$ cat src/rtl/line_clear_ctrl_if.sv
// line_clear_ctrl_if: signal bundle between the line-clear controller and the game side
// (game logic plus the playfield map memory).
//   slave  : the controller itself
//   master : game logic / map memory / testbench
// The map answers rd_row with rd_data combinationally in the same cycle.
interface line_clear_ctrl_if #(
   parameter int COLS = 10
);
   logic              start;
   logic              clear_score;
   logic              busy;
   logic              done;
   logic [4:0]        rd_row;
   logic [COLS*5-1:0] rd_data;
   logic              wr_en;
   logic [4:0]        wr_row;
   logic [COLS*5-1:0] wr_data;
   logic [4:0]        lines_cleared;
   logic [15:0]       score;
   logic [15:0]       best_score;

   modport master (
      output start, clear_score, rd_data,
      input  busy, done, rd_row, wr_en, wr_row, wr_data,
      input  lines_cleared, score, best_score
   );

   modport slave (
      input  start, clear_score, rd_data,
      output busy, done, rd_row, wr_en, wr_row, wr_data,
      output lines_cleared, score, best_score
   );
endinterface

$ cat src/rtl/line_clear_ctrl.sv
// line_clear_ctrl: after a piece locks, walks the playfield bottom-up one row per cycle,
// drops every full row, copies the surviving rows down to close the gaps, then zero-fills
// the rows left vacant at the top. Reports the number of rows removed and keeps a
// saturating 16-bit score plus the best score seen since reset.
// Optional feature macro: LINE_BONUS_EN -- when defined a pass clearing k rows scores k*k,
// otherwise it scores k.
module line_clear_ctrl #(
   parameter int ROWS = 20,
   parameter int COLS = 10
) (
   input logic              CLOCK_50,
   input logic              reset,
   line_clear_ctrl_if.slave bus
);
   localparam logic [1:0] S_IDLE = 2'd0;
   localparam logic [1:0] S_SCAN = 2'd1;
   localparam logic [1:0] S_FILL = 2'd2;
   localparam logic [1:0] S_DONE = 2'd3;

   localparam logic [4:0] LAST_ROW = 5'(ROWS - 1);

   logic [1:0]        r_state;
   logic [4:0]        r_rd_ptr;
   logic [4:0]        r_wr_ptr;
   logic [5:0]        r_cleared;     // up to 32 rows in one pass
   logic [4:0]        r_lines;
   logic [15:0]       r_score;
   logic [15:0]       r_best;

   logic              w_row_full;
   logic [5:0]        w_cleared_next;
   logic [10:0]       w_inc;
   logic [16:0]       w_sum;
   logic [15:0]       w_sat;
   logic [15:0]       w_score_next;
   logic [15:0]       w_best_next;
   logic [4:0]        w_rd_row;
   logic              w_wr_en;
   logic [4:0]        w_wr_row;
   logic [COLS*5-1:0] w_wr_data;

   // A row is full only when every cell holds a locked code (1..9); active-piece and
   // unused codes count as holes.
   function automatic logic row_full(input logic [COLS*5-1:0] row);
      logic f;
      f = 1'b1;
      for (int j = 0; j < COLS; j++) begin
         if ((row[j*5 +: 5] == 5'd0) || (row[j*5 +: 5] > 5'd9)) begin
            f = 1'b0;
         end else begin
            f = f;
         end
      end
      return f;
   endfunction

   // Classify the row currently being scanned and form the running clear count
   always_comb begin
      w_row_full     = 1'b0;
      w_cleared_next = r_cleared;
      if (r_state == S_SCAN) begin
         w_row_full = row_full(bus.rd_data);
      end else begin
         w_row_full = 1'b0;
      end
      if (w_row_full) begin
         w_cleared_next = r_cleared + 6'd1;
      end else begin
         w_cleared_next = r_cleared;
      end
   end

   // Score next-state: full-width add, saturate at 65535; clear_score overrides the DONE update
   always_comb begin
`ifdef LINE_BONUS_EN
      w_inc = 11'(r_cleared) * 11'(r_cleared);
`else
      w_inc = 11'(r_cleared);
`endif
      w_sum        = {1'b0, r_score} + {6'd0, w_inc};
      w_sat        = 16'd0;
      w_score_next = r_score;
      w_best_next  = r_best;
      if (w_sum[16]) begin
         w_sat = 16'hFFFF;
      end else begin
         w_sat = w_sum[15:0];
      end
      if (bus.clear_score) begin
         w_score_next = 16'd0;
         w_best_next  = r_best;
      end else if (r_state == S_DONE) begin
         w_score_next = w_sat;
         if (w_sat > r_best) begin
            w_best_next = w_sat;
         end else begin
            w_best_next = r_best;
         end
      end else begin
         w_score_next = r_score;
         w_best_next  = r_best;
      end
   end

   // Map port decode: read during SCAN, copy-down during SCAN, zero-fill during FILL;
   // writes are suppressed in any cycle where reset is high so an aborted pass stops at once
   always_comb begin
      w_rd_row  = 5'd0;
      w_wr_en   = 1'b0;
      w_wr_row  = 5'd0;
      w_wr_data = '0;
      case (r_state)
         S_SCAN: begin
            w_rd_row  = r_rd_ptr;
            w_wr_row  = r_wr_ptr;
            w_wr_data = bus.rd_data;
            if (!w_row_full && (r_wr_ptr != r_rd_ptr)) begin
               w_wr_en = 1'b1;
            end else begin
               w_wr_en = 1'b0;
            end
         end
         S_FILL: begin
            w_wr_en   = 1'b1;
            w_wr_row  = r_wr_ptr;
            w_wr_data = '0;
         end
         default: begin
            w_rd_row  = 5'd0;
            w_wr_en   = 1'b0;
            w_wr_row  = 5'd0;
            w_wr_data = '0;
         end
      endcase
      if (reset) begin
         w_wr_en = 1'b0;
      end else begin
         w_wr_en = w_wr_en;
      end
   end

   // Pass sequencing: IDLE -> SCAN -> (FILL when rows were removed) -> DONE -> IDLE
   always_ff @(posedge CLOCK_50) begin
      if (reset) begin
         r_state   <= S_IDLE;
         r_rd_ptr  <= 5'd0;
         r_wr_ptr  <= 5'd0;
         r_cleared <= 6'd0;
      end else begin
         case (r_state)
            S_IDLE: begin
               if (bus.start) begin
                  r_state   <= S_SCAN;
                  r_rd_ptr  <= LAST_ROW;
                  r_wr_ptr  <= LAST_ROW;
                  r_cleared <= 6'd0;
               end
            end
            S_SCAN: begin
               r_rd_ptr  <= r_rd_ptr - 5'd1;
               r_cleared <= w_cleared_next;
               if (!w_row_full) begin
                  r_wr_ptr <= r_wr_ptr - 5'd1;
               end
               if (r_rd_ptr == 5'd0) begin
                  if (w_cleared_next != 6'd0) begin
                     r_state <= S_FILL;
                  end else begin
                     r_state <= S_DONE;
                  end
               end
            end
            S_FILL: begin
               r_wr_ptr <= r_wr_ptr - 5'd1;
               if (r_wr_ptr == 5'd0) begin
                  r_state <= S_DONE;
               end
            end
            S_DONE: begin
               r_state <= S_IDLE;
            end
            default: begin
               r_state <= S_IDLE;
            end
         endcase
      end
   end

   // Result registers: lines_cleared loads at DONE, score/best_score follow their next-state logic
   always_ff @(posedge CLOCK_50) begin
      if (reset) begin
         r_lines <= 5'd0;
         r_score <= 16'd0;
         r_best  <= 16'd0;
      end else begin
         if (r_state == S_DONE) begin
            r_lines <= r_cleared[4:0];
         end
         r_score <= w_score_next;
         r_best  <= w_best_next;
      end
   end

   assign bus.busy          = (r_state == S_SCAN) || (r_state == S_FILL);
   assign bus.done          = (r_state == S_DONE);
   assign bus.rd_row        = w_rd_row;
   assign bus.wr_en         = w_wr_en;
   assign bus.wr_row        = w_wr_row;
   assign bus.wr_data       = w_wr_data;
   assign bus.lines_cleared = r_lines;
   assign bus.score         = r_score;
   assign bus.best_score    = r_best;
endmodule

$ cat src/flat_wrapper.sv
// flat-port wrapper written by rule: the top's interface ports become plain ports
module line_clear_ctrl_flat 
#(
   parameter int ROWS = 20,
   parameter int COLS = 10
)
  (CLOCK_50, reset, bus_start, bus_clear_score, bus_rd_data, bus_busy, bus_done, bus_rd_row, bus_wr_en, bus_wr_row, bus_wr_data, bus_lines_cleared, bus_score, bus_best_score);
  line_clear_ctrl_if #(.COLS(COLS)) bus_i ();
  input logic CLOCK_50;
  input logic reset;
  input wire logic [$bits(bus_i.start)-1:0] bus_start;
  input wire logic [$bits(bus_i.clear_score)-1:0] bus_clear_score;
  input wire logic [$bits(bus_i.rd_data)-1:0] bus_rd_data;
  output wire logic [$bits(bus_i.busy)-1:0] bus_busy;
  output wire logic [$bits(bus_i.done)-1:0] bus_done;
  output wire logic [$bits(bus_i.rd_row)-1:0] bus_rd_row;
  output wire logic [$bits(bus_i.wr_en)-1:0] bus_wr_en;
  output wire logic [$bits(bus_i.wr_row)-1:0] bus_wr_row;
  output wire logic [$bits(bus_i.wr_data)-1:0] bus_wr_data;
  output wire logic [$bits(bus_i.lines_cleared)-1:0] bus_lines_cleared;
  output wire logic [$bits(bus_i.score)-1:0] bus_score;
  output wire logic [$bits(bus_i.best_score)-1:0] bus_best_score;
  assign bus_i.start = bus_start;
  assign bus_i.clear_score = bus_clear_score;
  assign bus_i.rd_data = bus_rd_data;
  assign bus_busy = bus_i.busy;
  assign bus_done = bus_i.done;
  assign bus_rd_row = bus_i.rd_row;
  assign bus_wr_en = bus_i.wr_en;
  assign bus_wr_row = bus_i.wr_row;
  assign bus_wr_data = bus_i.wr_data;
  assign bus_lines_cleared = bus_i.lines_cleared;
  assign bus_score = bus_i.score;
  assign bus_best_score = bus_i.best_score;
  line_clear_ctrl #(.ROWS(ROWS), .COLS(COLS)) u_core (.CLOCK_50(CLOCK_50), .reset(reset), .bus(bus_i));
endmodule
$ cat config.mk
export PLATFORM = sky130hd
export DESIGN_NAME = line_clear_ctrl_flat
export DESIGN_NICKNAME = d
export VERILOG_FILES = /design/src/rtl/line_clear_ctrl_if.sv /design/src/rtl/line_clear_ctrl.sv /design/src/flat_wrapper.sv
export SDC_FILE = /design/constraint.sdc
export NUM_CORES = 1
export LEC_CHECK = 0
export ABC_AREA = 1
export CAP_MARGIN = 15
export CORE_UTILIZATION = 40
export DETAILED_ROUTE_END_ITERATION = 6
export DONT_BUFFER_PORTS = 1
export GPL_TIMING_DRIVEN = 0
export PLACE_DENSITY = 0.54
export SKIP_CTS_REPAIR_TIMING = 1
export SYNTH_ARGS = -nofsm -noshare
export SYNTH_HDL_FRONTEND = slang
export SYNTH_SLANG_ARGS = --single-unit
$ cat constraint.sdc
create_clock -name CLOCK_50 -period 6.68 [get_ports CLOCK_50]
set_input_delay 0.334 -clock CLOCK_50 [delete_from_list [all_inputs] [get_ports CLOCK_50]]
set_output_delay 0.334 -clock CLOCK_50 [all_outputs]
set_load 0.005 [all_outputs]
==> run summary <==
placed insts -> 846
crit path launch type -> register
endpoint type of the worst setup path -> register
Yosys top cell by area -> dfxtp_1
Synth Flop Type -> dfxtp_1
Min Clock Period, post-route -> 3.715 ns
post-route ant nets -> 0
Data arrival, critical path -> 3.98 ns
total track usage -> 20.90%
Leak -> 0.002661 uW
clk_lat worst skew -> 0.32 ns
CP peak stage delay -> 0.40 ns
Worst Skew -> 0.01513 ns
Slowest-stage cell, CP -> fa_1
total CTS buffers -> 5
# diodes -> 0
RSZ-0062 raised after global routing -> no
Clock Path Buffers -> 2
RD Place Congestion -> 0.8077
Mapped Nets -> 792
final worst-path cycle share -> 55.62%
Nets -> 799
# DRC -> 1
PD cells -> 270.1 nW/um2
area delta synth->final -> 7.139%
Netlist cell types -> 46
die area -> 11,470 um2
final wirelength -> 11.86 mm
via count -> 4,282
max_slew headroom -> 61.60%
worst-margin pin slew -> 0.5759 ns
wire per inst -> 13.89 um
first-pass GRT wire length -> 19.20 mm
CP max FO -> 10
CP required -> 6.94 ns
I/O pins -> 154
Hold Path Class -> in -> reg
top-count cell post-synth -> nand2_1
top post-synthesis cells by count -> nand2_1, inv_1, nor2_1
FILL cells -> 1,181
setup_tns -> 0 ns
Fin. Hold Viols -> 0
CTS HTree Levels -> 2
post-synthesis cell area -> 4417 um2
maximum VDD drop -> 121.3 uV
CP bufs+invs -> 5
Die Ht -> 107.1 um
Initial DRC Count -> 219
CTS Root Cell -> clkbuf_8
post-synth top area share -> 24.93%
sequential share of the synthesized area -> 24.93%
setup violators final -> 0
run status -> finished with violations
# clock sinks -> 55
Layout Cells excl Fill -> 854
Max-cap violations -> 0
starting density of the core -> 40.92%
CTS clk-pin slew, worst paths -> 0.12 ns
Setup Crit Path Kind -> reg -> reg
via/cell ratio -> 5.014
Cell Chain, Critical Path -> ha_1, fa_1, nand3_1, nand3_2, a21boi_4, nor2_4, nand2_4, nor2_4, nand2_4, inv_2, nor2_1, inv_1, ha_1, inv_1, o21bai_1, a21boi_1, o21bai_1, nand3_1, nand4_1, nand2_1, inv_2, buf_2, o21ai_1, nor2_1
Post-synth ARST share -> 0%
Final WS setup -> 2.965 ns
total chip power -> 1278 uW
initial antenna violation count -> 0
YS warnings -> 0
Syn Inst Count -> 706
Peak Freq -> 269.2 MHz
number of synthesized flops with an enable pin -> 0
DP Worst Slack -> 2.931 ns
I/O Buffers -> 0
core area -> 10,790 um2
Slew Viols, Final -> 0
syn_area_per_cell -> 6.256 um2
chip width -> 107.1 um
#FFs+latches synth -> 55
largest cells by area after synthesis -> dfxtp_1, nand2_1, inv_1, ha_1, nor2_1
CP top delay family -> simple AND/OR/NAND/NOR gates
vias in the first global route -> 4,019
Pre-antenna DRT Iters -> 6
gr ovfl total -> 0
DP HPWL -> 9.702 mm
CTS tree -> done
largest net degree at the start of global routing -> 19
failing checks -> DRC
FP Rows -> 38
fraction of layout instances using a drive strength above 1 -> 9.524%
## layout by cell type (no fill, tap or decap), types with 5 or more instances in the layout
| master | count |
|---|---|
| a21oi_1 | 40 |
| clkbuf_1 | 10 |
| clkbuf_8 | 5 |
| dfxtp_1 | 55 |
| ha_1 | 31 |
| inv_1 | 141 |
| inv_2 | 13 |
| nand2_1 | 159 |
| nand2_2 | 5 |
| nand3_1 | 24 |
| nand4_1 | 10 |
| nor2_1 | 84 |
| nor2_2 | 5 |
| nor2_4 | 5 |
| o211ai_1 | 6 |
| o21ai_0 | 35 |
| o21ai_1 | 12 |
| o21ai_2 | 6 |
| xor2_1 | 8 |
## final timing paths
path	slack (ns)	cells past startpoint	to	from
worst min register to register	0.51	2	u_core.r_rd_ptr[4]	u_core.r_rd_ptr[4]
worst max-delay path	2.96	24	u_core.bus.best_score[13]	u_core.bus.score[0]
worst min-delay path	0.29	3	u_core.r_rd_ptr[0]	bus_start
worst max register to register	2.96	24	u_core.bus.best_score[13]	u_core.bus.score[0]
## worst register-to-register path, delay by kind of cell, from the launching register on
kind	cells	cell delay [ns]
AND/OR/NAND/NOR	11	1.09
adder cells (fa/ha/maj)	3	0.94
buffers and inverters	5	0.66
AO/OA/AOI/OAI	5	0.61
flip-flops	1	0.37
## registers in the layout, indices dropped and copies added, names as in the netlist
register / flops
u_core.r_wr_ptr: 5
u_core.bus.lines_cleared: 5
u_core.r_rd_ptr: 5
u_core.r_cleared: 6
u_core.bus.score: 16
u_core.bus.best_score: 16
u_core.r_state: 2
## per-layer routing
layer	track usage, %	share of wire, %
met5	0	0
met4	6.947	2.3
met3	5.289	6.1
met2	37.33	50
met1	24.14	42
## through the flow
step	hold slack (ns)	util, %	cell area [um2]
floorplan	0.4666	-	4417
global placement	0.4846	42.55	4592
detailed placement	0.4903	42.55	4592
CTS	0.2856	43.84	4732
global route	0.2835	43.84	4732
finish	0.2897	43.84	4732
## cells by family (layout without fill, tap and decap cells)
| group | count (synthesis) | after routing | share of synthesized area, % |
|---|---|---|---|
| adder cells (fa/ha/maj) | 32 | 32 | 9.235 |
| AO/OA/AOI/OAI | 121 | 121 | 16.83 |
| buffers and inverters | 175 | 183 | 15.35 |
| flip-flops | 55 | 55 | 24.93 |
| XOR/XNOR | 11 | 11 | 2.181 |
| AND/OR/NAND/NOR | 312 | 312 | 31.47 |
## power breakdown
group / total, uW / switching, uW / internal, uW
registers: 435 / 56.9 / 378
logic: 567 / 379 / 188
clock network: 276 / 124 / 152
total: 1280 / 559 / 719
## cell type report
class                   instances  area (um2)  share of cell area, %
multi-input cells             476        2638                  55.74
well taps                     140       175.2                  3.702
plain buffers                  19       90.09                  1.904
flip-flops and latches         55        1101                  23.27
clock buffers                   5       68.82                  1.454
inverters                     156       588.1                  12.43
clock inverters                 3       71.32                  1.507
No activity file was read; power rests on OpenSTA's default activity.
